File: src/rtl/ghost_path_planner.sv
// Per tick, scans the 4 neighbours of each ghost through an RD_LAT map port and commits the best legal step.
// Sweep is 4*NUM_GHOSTS*(RD_LAT+1) cycles + 1 commit; no backpressure, wrdone advances positions in any state.
module ghost_path_planner #(
  parameter int NUM_GHOSTS = 4,
  parameter int X_W        = 6,
  parameter int Y_W        = 5,
  parameter int VAL_W      = 8,
  parameter int GRID_W     = 40,
  parameter int GRID_H     = 30,
  parameter int RD_LAT     = 1,
  parameter int WALL_VAL   = 255,
  parameter int DELAY      = 50000000,
  parameter int START_X    = 16,
  parameter int START_Y    = 13
) (
  input  logic                      CLOCK_50,
  input  logic                      reset,
  input  logic                      enable,
  input  logic [1:0]                mode,
  input  logic                      map_ready,
  input  logic                      wrdone,
  output logic [X_W-1:0]            rd_x,
  output logic [Y_W-1:0]            rd_y,
  input  logic [VAL_W-1:0]          rd_val,
  output logic [NUM_GHOSTS*X_W-1:0] curr_x,
  output logic [NUM_GHOSTS*Y_W-1:0] curr_y,
  output logic [NUM_GHOSTS*X_W-1:0] next_x,
  output logic [NUM_GHOSTS*Y_W-1:0] next_y,
  output logic                      busy,
  output logic                      plan_valid
);

  localparam int GI_W = (NUM_GHOSTS > 1) ? $clog2(NUM_GHOSTS) : 1;
  localparam int PH_W = $clog2(RD_LAT + 1);
  localparam int TC_W = (DELAY > 1) ? $clog2(DELAY) : 1;
  localparam int DW   = ((X_W > Y_W) ? X_W : Y_W) + 2;
  localparam int SC_W = (VAL_W > DW) ? VAL_W : DW;

  localparam logic [X_W-1:0]   X_MAX   = X_W'(GRID_W - 1);
  localparam logic [Y_W-1:0]   Y_MAX   = Y_W'(GRID_H - 1);
  localparam logic [VAL_W-1:0] WALL    = VAL_W'(WALL_VAL);
  localparam logic [PH_W-1:0]  PH_LAST = PH_W'(RD_LAT);
  localparam logic [GI_W-1:0]  G_LAST  = GI_W'(NUM_GHOSTS - 1);
  localparam logic [TC_W-1:0]  TC_LAST = TC_W'(DELAY - 1);

  typedef enum logic [1:0] {IDLE, SCAN, COMMIT, HOLD} state_t;

  state_t state, state_nx;

  logic [X_W-1:0]  cur_x [NUM_GHOSTS];
  logic [Y_W-1:0]  cur_y [NUM_GHOSTS];
  logic [X_W-1:0]  prv_x [NUM_GHOSTS];
  logic [Y_W-1:0]  prv_y [NUM_GHOSTS];
  logic [X_W-1:0]  nxt_x [NUM_GHOSTS];
  logic [Y_W-1:0]  nxt_y [NUM_GHOSTS];
  logic [X_W-1:0]  pln_x [NUM_GHOSTS];
  logic [Y_W-1:0]  pln_y [NUM_GHOSTS];

  logic [GI_W-1:0] gidx;
  logic [1:0]      cand;
  logic [PH_W-1:0] phase;
  logic [TC_W-1:0] tick;
  logic [1:0]      mode_l;
  logic [X_W-1:0]  base_x, pbase_x, best_x, cx, kx, dx, nb_x;
  logic [Y_W-1:0]  base_y, pbase_y, best_y, cy, ky, dy, nb_y;
  logic [SC_W-1:0] best_score, score, nb_score;
  logic [VAL_W-1:0] inv_val;
  logic [1:0]      csel;
  logic            best_vld, rev_ok, offg, cand_ok, is_prev, take, nb_vld, nrev_ok;
  logic            sample, last_cand, last_ghost;

  for (genvar g = 0; g < NUM_GHOSTS; g++) begin : g_pack
    assign curr_x[g*X_W +: X_W] = cur_x[g];
    assign curr_y[g*Y_W +: Y_W] = cur_y[g];
    assign next_x[g*X_W +: X_W] = nxt_x[g];
    assign next_y[g*Y_W +: Y_W] = nxt_y[g];
  end

  assign sample     = (state == SCAN) && (phase == PH_LAST);
  assign last_cand  = sample && (cand == 2'd3);
  assign last_ghost = (gidx == G_LAST);
  assign csel       = 2'(gidx);

  // Candidate cell for the current slot; off-grid slots are flagged rather than wrapped.
  always_comb begin
    cx   = base_x;
    cy   = base_y;
    offg = 1'b0;
    case (cand)
      2'd0:    begin cy = base_y - Y_W'(1); offg = (base_y == '0);    end
      2'd1:    begin cy = base_y + Y_W'(1); offg = (base_y == Y_MAX); end
      2'd2:    begin cx = base_x - X_W'(1); offg = (base_x == '0);    end
      default: begin cx = base_x + X_W'(1); offg = (base_x == X_MAX); end
    endcase
  end

  // All modes reduce to "smallest score wins": frightened inverts the map value.
  always_comb begin
    kx      = csel[0] ? X_MAX : '0;
    ky      = csel[1] ? Y_MAX : '0;
    dx      = (cx >= kx) ? cx - kx : kx - cx;
    dy      = (cy >= ky) ? cy - ky : ky - cy;
    inv_val = ~rd_val;
    case (mode_l)
      2'd1:    score = SC_W'(dx) + SC_W'(dy);
      2'd2:    score = SC_W'(inv_val);
      default: score = SC_W'(rd_val);
    endcase
  end

  // Reverse move is tracked separately and only used when nothing else is legal.
  always_comb begin
    cand_ok  = !offg && (rd_val != WALL);
    is_prev  = (cx == pbase_x) && (cy == pbase_y);
    take     = cand_ok && !is_prev && (!best_vld || (score < best_score));
    nb_vld   = best_vld || (cand_ok && !is_prev);
    nb_score = take ? score : best_score;
    nb_x     = take ? cx : best_x;
    nb_y     = take ? cy : best_y;
    nrev_ok  = rev_ok || (cand_ok && is_prev);
  end

  always_ff @(posedge CLOCK_50) begin
    if (reset) state <= IDLE;
    else       state <= state_nx;
  end

  always_comb begin
    state_nx = state;
    case (state)
      IDLE:    if (enable && map_ready) state_nx = SCAN;
      SCAN:    if (last_cand && last_ghost) state_nx = COMMIT;
      COMMIT:  state_nx = HOLD;
      HOLD:    if (tick == TC_LAST) state_nx = IDLE;
      default: state_nx = IDLE;
    endcase
  end

  always_comb begin
    busy = (state == SCAN) || (state == COMMIT);
    rd_x = '0;
    rd_y = '0;
    if ((state == SCAN) && !offg) begin
      rd_x = cx;
      rd_y = cy;
    end
  end

  always_ff @(posedge CLOCK_50) begin
    if (reset) begin
      for (int g = 0; g < NUM_GHOSTS; g++) begin
        cur_x[g] <= X_W'(START_X + 7 * g);
        cur_y[g] <= Y_W'(START_Y);
        prv_x[g] <= X_W'(START_X + 7 * g);
        prv_y[g] <= Y_W'(START_Y);
        nxt_x[g] <= X_W'(START_X + 7 * g);
        nxt_y[g] <= Y_W'(START_Y);
        pln_x[g] <= X_W'(START_X + 7 * g);
        pln_y[g] <= Y_W'(START_Y);
      end
      gidx       <= '0;
      cand       <= '0;
      phase      <= '0;
      tick       <= '0;
      mode_l     <= '0;
      base_x     <= '0;
      base_y     <= '0;
      pbase_x    <= '0;
      pbase_y    <= '0;
      best_x     <= '0;
      best_y     <= '0;
      best_score <= '0;
      best_vld   <= 1'b0;
      rev_ok     <= 1'b0;
      plan_valid <= 1'b0;
    end else begin
      plan_valid <= 1'b0;
      if (wrdone) begin
        for (int g = 0; g < NUM_GHOSTS; g++) begin
          prv_x[g] <= cur_x[g];
          prv_y[g] <= cur_y[g];
          cur_x[g] <= nxt_x[g];
          cur_y[g] <= nxt_y[g];
        end
      end
      case (state)
        IDLE: begin
          if (enable && map_ready) begin
            mode_l   <= mode;
            gidx     <= '0;
            cand     <= '0;
            phase    <= '0;
            base_x   <= cur_x[0];
            base_y   <= cur_y[0];
            pbase_x  <= prv_x[0];
            pbase_y  <= prv_y[0];
            best_vld <= 1'b0;
            rev_ok   <= 1'b0;
          end
        end
        SCAN: begin
          if (sample) begin
            phase      <= '0;
            cand       <= cand + 2'd1;
            best_vld   <= nb_vld;
            best_score <= nb_score;
            best_x     <= nb_x;
            best_y     <= nb_y;
            rev_ok     <= nrev_ok;
            if (cand == 2'd3) begin
              pln_x[gidx] <= nb_vld ? nb_x : (nrev_ok ? pbase_x : base_x);
              pln_y[gidx] <= nb_vld ? nb_y : (nrev_ok ? pbase_y : base_y);
              best_vld    <= 1'b0;
              rev_ok      <= 1'b0;
              if (!last_ghost) begin
                gidx    <= gidx + GI_W'(1);
                base_x  <= cur_x[gidx + GI_W'(1)];
                base_y  <= cur_y[gidx + GI_W'(1)];
                pbase_x <= prv_x[gidx + GI_W'(1)];
                pbase_y <= prv_y[gidx + GI_W'(1)];
              end
            end
          end else begin
            phase <= phase + PH_W'(1);
          end
        end
        COMMIT: begin
          for (int g = 0; g < NUM_GHOSTS; g++) begin
            nxt_x[g] <= pln_x[g];
            nxt_y[g] <= pln_y[g];
          end
          plan_valid <= 1'b1;
          tick       <= '0;
        end
        default: tick <= tick + TC_W'(1);
      endcase
    end
  end

endmodule

File: config.mk
export PLATFORM = sky130hd
export DESIGN_NAME = ghost_path_planner
export DESIGN_NICKNAME = d
export VERILOG_FILES = /design/src/rtl/ghost_path_planner.sv
export SDC_FILE = /design/constraint.sdc
export NUM_CORES = 1
export LEC_CHECK = 0
export BUFFER_PORTS_ARGS = -buffer_cell sky130_fd_sc_hd__buf_2
export CELL_PAD_IN_SITES_DETAIL_PLACEMENT = 2
export CELL_PAD_IN_SITES_GLOBAL_PLACEMENT = 2
export CORE_ASPECT_RATIO = 0.8
export CORE_MARGIN = 2
export CORE_UTILIZATION = 39
export DETAILED_ROUTE_END_ITERATION = 10
export HOLD_SLACK_MARGIN = 0.05
export PLACE_DENSITY = 0.84
export SYNTH_ARGS = -nofsm -noshare
export SYNTH_HDL_FRONTEND = slang
export SYNTH_SLANG_ARGS = --single-unit
File: constraint.sdc
create_clock -name CLOCK_50 -period 7.6 [get_ports CLOCK_50]
set_input_delay 0 -clock CLOCK_50 [delete_from_list [all_inputs] [get_ports CLOCK_50]]
set_output_delay 0 -clock CLOCK_50 [all_outputs]
set_load 0.01 [all_outputs]
**After elaboration in Yosys (flattened, before gate mapping)**

Memory sizes are Yosys's and may differ from the RTL's.
Cells that the tools add are included.

- Add/subtract/negate cells: 13
- Magnitude comparators: 3
- Eq/ne operators: 21
- Muxes and demuxes: 100
- Bitwise gates (word level): 25
- Reduce and logical (&&, ||, !) cells: 33

Operators by type and width:

| operator | number |
|---|---|
| 6-bit two-way mux | 27 |
| 5-bit two-way mux | 27 |
| 26-bit one-hot mux with 2 select lines | 1 |
| 6-bit one-hot mux with 2 select lines | 3 |
| 5-bit one-hot mux with 2 select lines | 3 |
| 26-bit by 1-bit adder with 26-bit output (second input constant) | 1 |
| 26-bit equality test (second input constant) | 1 |
| 1-bit OR | 24 |
| 1-bit two-way mux | 21 |
| 2-bit two-way mux | 10 |
| 8-bit one-hot mux with 2 select lines | 1 |
| 2-bit equality test (second input constant) | 6 |
| 6-bit subtractor | 2 |
| 1-bit logical AND | 10 |
| 5-bit subtractor | 2 |
| 3-bit AND reduction | 3 |
| 8-bit < comparator | 1 |
| 2-bit inequality test (second input constant) | 4 |
| 8-bit inequality test (second input constant) | 1 |
| 8-bit inverter | 1 |
| 2-bit one-hot mux with 2 select lines | 2 |
| 2-bit one-hot mux with 4 select lines | 1 |
| 6-bit by 5-bit adder with 7-bit output | 1 |
| 6-bit by 1-bit adder with 6-bit output (second input constant) | 1 |
| 26 further kinds | 41 |

- Flip-flop bits (word level): 79
- RAM bits: 176
- Input bits: 15
- Output and inout port bits: 101
- Logic and storage cells: 219
- Memories: 8

Memory list:

| name | words | bits a word | rd ports | clocked after Yosys merged registers in | wr ports | RTL line | RTL |
|---|---|---|---|---|---|---|---|
| cur_x | 4 | 6 | 5 | 0 | 4 | 50 | `logic [X_W-1:0] cur_x [NUM_GHOSTS];` |
| nxt_x | 4 | 6 | 4 | 0 | 4 | 54 | `logic [X_W-1:0] nxt_x [NUM_GHOSTS];` |
| pln_x | 4 | 6 | 4 | 0 | 4 | 56 | `logic [X_W-1:0] pln_x [NUM_GHOSTS];` |
| prv_x | 4 | 6 | 2 | 0 | 4 | 52 | `logic [X_W-1:0] prv_x [NUM_GHOSTS];` |
| cur_y | 4 | 5 | 5 | 0 | 4 | 51 | `logic [Y_W-1:0] cur_y [NUM_GHOSTS];` |
| nxt_y | 4 | 5 | 4 | 0 | 4 | 55 | `logic [Y_W-1:0] nxt_y [NUM_GHOSTS];` |
| 2 more memories | - | - | - | - | - | - |  |

**Depth between registers and ports, before layout**

- Word-level depth: 13
- Mapped depth: 35
- Mapped depth without buffers: 32

**Worst setup path after synthesis**

No wires, ideal clock.

- Path type: reg-to-reg
- From: reg cand[0]
- To: mem pln_y[3][0], data pin
- Library setup time: 0.278 ns
- Arrival: 6.484 ns
- Required time: 7.322 ns
- Path slack: 0.838 ns
- Stages on the path, launching flop included: 33
- Buffers on the path: 2
- Period minus slack after synthesis: 6.762 ns
- Path through: dfxtp_1 -> inv_1 -> ha_1 -> buf_2 -> xor2_1 -> ha_1 -> a21oi_1 -> xor2_1 -> or2_2 -> xnor2_1 -> ha_1 -> and3_1 -> or3_1 -> nor3_1 -> o21bai_2 -> mux2i_1 -> ha_1 -> a21o_1 -> a21oi_1 -> o21bai_1 -> a21oi_1 -> and4b_1 -> a2111oi_1 -> nor2_1 -> ha_1 -> o21ai_0 -> o21a_1 -> a21oi_1 -> a21o_1 -> a31o_1 -> buf_6 -> a311oi_2 -> nand3_1

RTL lines:

| item | RTL line | RTL |
|---|---|---|
| start, declared | 60 | `logic [1:0] cand;` |
| start signal, assigned | 204 | `cand <= cand + 2'd1;` |
| end, declared | 57 | `logic [Y_W-1:0] pln_y [NUM_GHOSTS];` |

==> out/results.tsv <==
metric	value	unit
Inserted Clock Buffers	27	
cell row count	60	
post-synth cell types	81	
status	finished, final reports clean	
clock buffer depth	3	
Max Cap Violations	0	
FF-to-FF setup slack	180	ps
PD cells	417	mW/mm^2
Post-Syn Nets	1317	
synthesized area	0.0132	sq mm
Sink Count	255	
worst setup margin	179	ps
Avg WL per Cell	26.9	um
synth cell count leaders	176 x edfxtp_1, 96 x nor2_1, 80 x nand2b_1, 79 x dfxtp_1, 70 x nand2_1	
DRC	0	
core area	0.0335	sq mm
Fmax	135	MHz
area growth from synthesis to layout	16.5	%
Clock Skew	14.6	ps
post-synthesis register bit count	255	
Mapped Avg Cell Area	10.5	sq um
final hold vios	0	
Crit Path Max Fanout	7	
number of synthesized flops with an enable pin	176	
Synth Flop Type	edfxtp_1	
DRT antenna net count	0	
later-pin clock latency in the skew report	550	ps
fillers	3458	
pre-CTS setup slack	-353	ps
Tcrit/Tclk final	0.976	
endpoints failing setup	0	
First-pass DRT Iterations	5	
CTS tree	done	
Clk Tree Root Cell	clkbuf_16	
cell mode on critical path	a21oi_2	
largest net degree at the start of global routing	89	
initial antenna violation count	0	
number of global-route vias before repair	11700	
Synth top area share	0.401	
RePlAce Congestion	0.897	
Rel. slew slack	0.173	
# diodes	0	
fin crit period	7420	ps
GR Overflow Total	0	
Die Y	169	um
kind of critical path	reg -> reg	
via count	10900	
Worst path max stage delay	430	ps
IO Pins	116	
overall power	6.41	mW
GRT Util Overall	0.275	
Min-Delay Path Class	in -> reg	
Die Wd	210	um
first-pass GRT wire length	73900	um
max-slew violation count	0	
crit path launch type	register	
slowest stage cell, crit path	a221oi_4	
Synth Instances	1251	
largest area contributor in the netlist	edfxtp_1	
Detailed Route WL	49100	um
CP required	7850	ps
Layout Nets	1442	
port bufs	115	
share of layout cells above drive strength 1	0.171	
Starting Density	0.394	
1st-iter DRT viols	649	
Seq/Total Area, Yosys	0.520	
clk slew on worst S/H paths	60	ps
Synth warnings	0	
CP endpoint kind	register	
most area-consuming cells after synthesis	edfxtp_1 40%, dfxtp_1 12%, ha_1 4.5%, nand2b_1 3.8%, and2_1 3.1%	
Worst Tran Pin Value	1240	ps
H-tree lvl count	1	
routed vias/inst	5.96	
Async SR Flop Fraction	0	
most common cell in the netlist	edfxtp_1	
Post-DP HPWL	34400	um
leakage power	5.38	nW
peak supply drop	299	uV
die area	0.0353	sq mm
CP arrival	7670	ps
-- layer usage --
layer	track usage	routed length, um
met1	0.336	19300
met3	0.0443	2920
met5	0	0
met2	0.486	24700
met4	0.115	2160
-- registers in the layout, indices dropped and copies added, names as in the netlist --
register,flops
prv_x,24
best_x,6
best_score,8
pbase_x,6
cand,2
prv_y,20
pln_x,24
phase,1
best_y,5
nxt_x,24
tick,26
cur_y,20
cur_x,24
plan_valid,1
state,2
best_vld,1
pln_y,20
rev_ok,1
nxt_y,20
pbase_y,5
mode_l,2
base_y,5
csel,2
base_x,6
-- worst paths after layout --
check	from	end	depth (start not counted)
hold / removal	rd_val[7]	best_score[7]	5
setup reg to reg	cand[0]	pln_x[2][5]	31
hold reg to reg	best_score[4]	best_score[4]	2
setup / recovery	cand[0]	pln_x[2][5]	31
-- cell usage in the layout, fill, tap and decap left out, types with 4 or more instances in the layout --
cell / count
and3_1: 12
nor4_1: 5
nand3b_1: 4
xnor2_1: 18
a22oi_1: 24
buf_4: 41
dfxtp_1: 79
and4_1: 6
or3_1: 8
nor3b_1: 4
a21oi_2: 5
o31ai_1: 5
ha_1: 45
edfxtp_1: 176
a221oi_1: 4
nand4_1: 18
o211ai_1: 4
dlygate4sd3_1: 11
nand2_1: 70
o21ai_0: 60
a211oi_1: 37
clkinv_2: 5
mux2i_1: 38
and2_1: 66
nand2b_1: 80
inv_1: 50
xor2_1: 32
nor2_1: 95
a21o_1: 9
or2_2: 6
buf_2: 115
nand3_1: 45
clkbuf_16: 27
fa_1: 4
a21oi_1: 57
nor3_1: 18
nor2b_1: 9
clkbuf_1: 11
-- worst max-delay path: cells and delay by family, from the launching register on --
kind | cells | cell delay (ps)
muxes | 1 | 280
adders and majority gates | 5 | 1460
DFF | 1 | 390
and+or+nand+nor | 8 | 1660
buffers and inverters | 2 | 310
AOI/OAI and AO/OA | 11 | 2340
xor gates and xnor gates | 4 | 690
-- per-stage QoR --
stage | setup TNS [ps] | cell area, sq um | hold slack, ps | util | instances
6_report | 0 | 15400 | 30.3 | 0.459 | 1829
5_1_grt | -7220 | 15400 | 69.8 | 0.459 | 1829
4_1_cts | 0 | 15200 | 58.3 | 0.455 | 1827
3_5_place_dp | -7070 | 14300 | 252 | 0.428 | 1768
3_3_place_gp | 0 | 14300 | 231 | 0.428 | 1768
2_1_floorplan | 0 | 13200 | 144 | - | 1251
-- power by group --
part	total, mW	leakage (nW)	internal (mW)	switching (mW)
sequential	1.79	2.18	1.61	0.180
combinational	3.39	2.81	1.24	2.15
clock	1.23	0.383	0.674	0.556
total	6.41	5.38	3.52	2.89
-- timing repair --
action / in CTS / in global routing
pin swaps: 1 / 3
gates resized for setup: 5 / 23
hold endpoints to repair: 9 / 0
setup buffers: 0 / 2
setup endpoints to repair: 61 / 63
hold buffers: 11 / 0
-- layout make-up --
type | count | area, sq um | share of cell area
Inverter | 50 | 188 | 0.0122
Tap cell | 434 | 543 | 0.0353
Clock buffer | 40 | 744 | 0.0484
Multi-Input combinational cell | 874 | 5990 | 0.389
Sequential cell | 255 | 6870 | 0.447
Timing Repair Buffer | 168 | 1000 | 0.0654
Clock inverter | 8 | 40.0 | 0.00260
-- cells by family (layout without fill, tap and decap cells) --
family,Yosys count,after routing,share of synthesized area
AOI/OAI and AO/OA,257,257,0.131
xor gates and xnor gates,53,53,0.0362
adders and majority gates,51,51,0.0506
buffers and inverters,122,266,0.0378
DFF,255,255,0.520
muxes,44,44,0.0337
and+or+nand+nor,469,469,0.191
No activity file was read; power rests on OpenSTA's default activity.
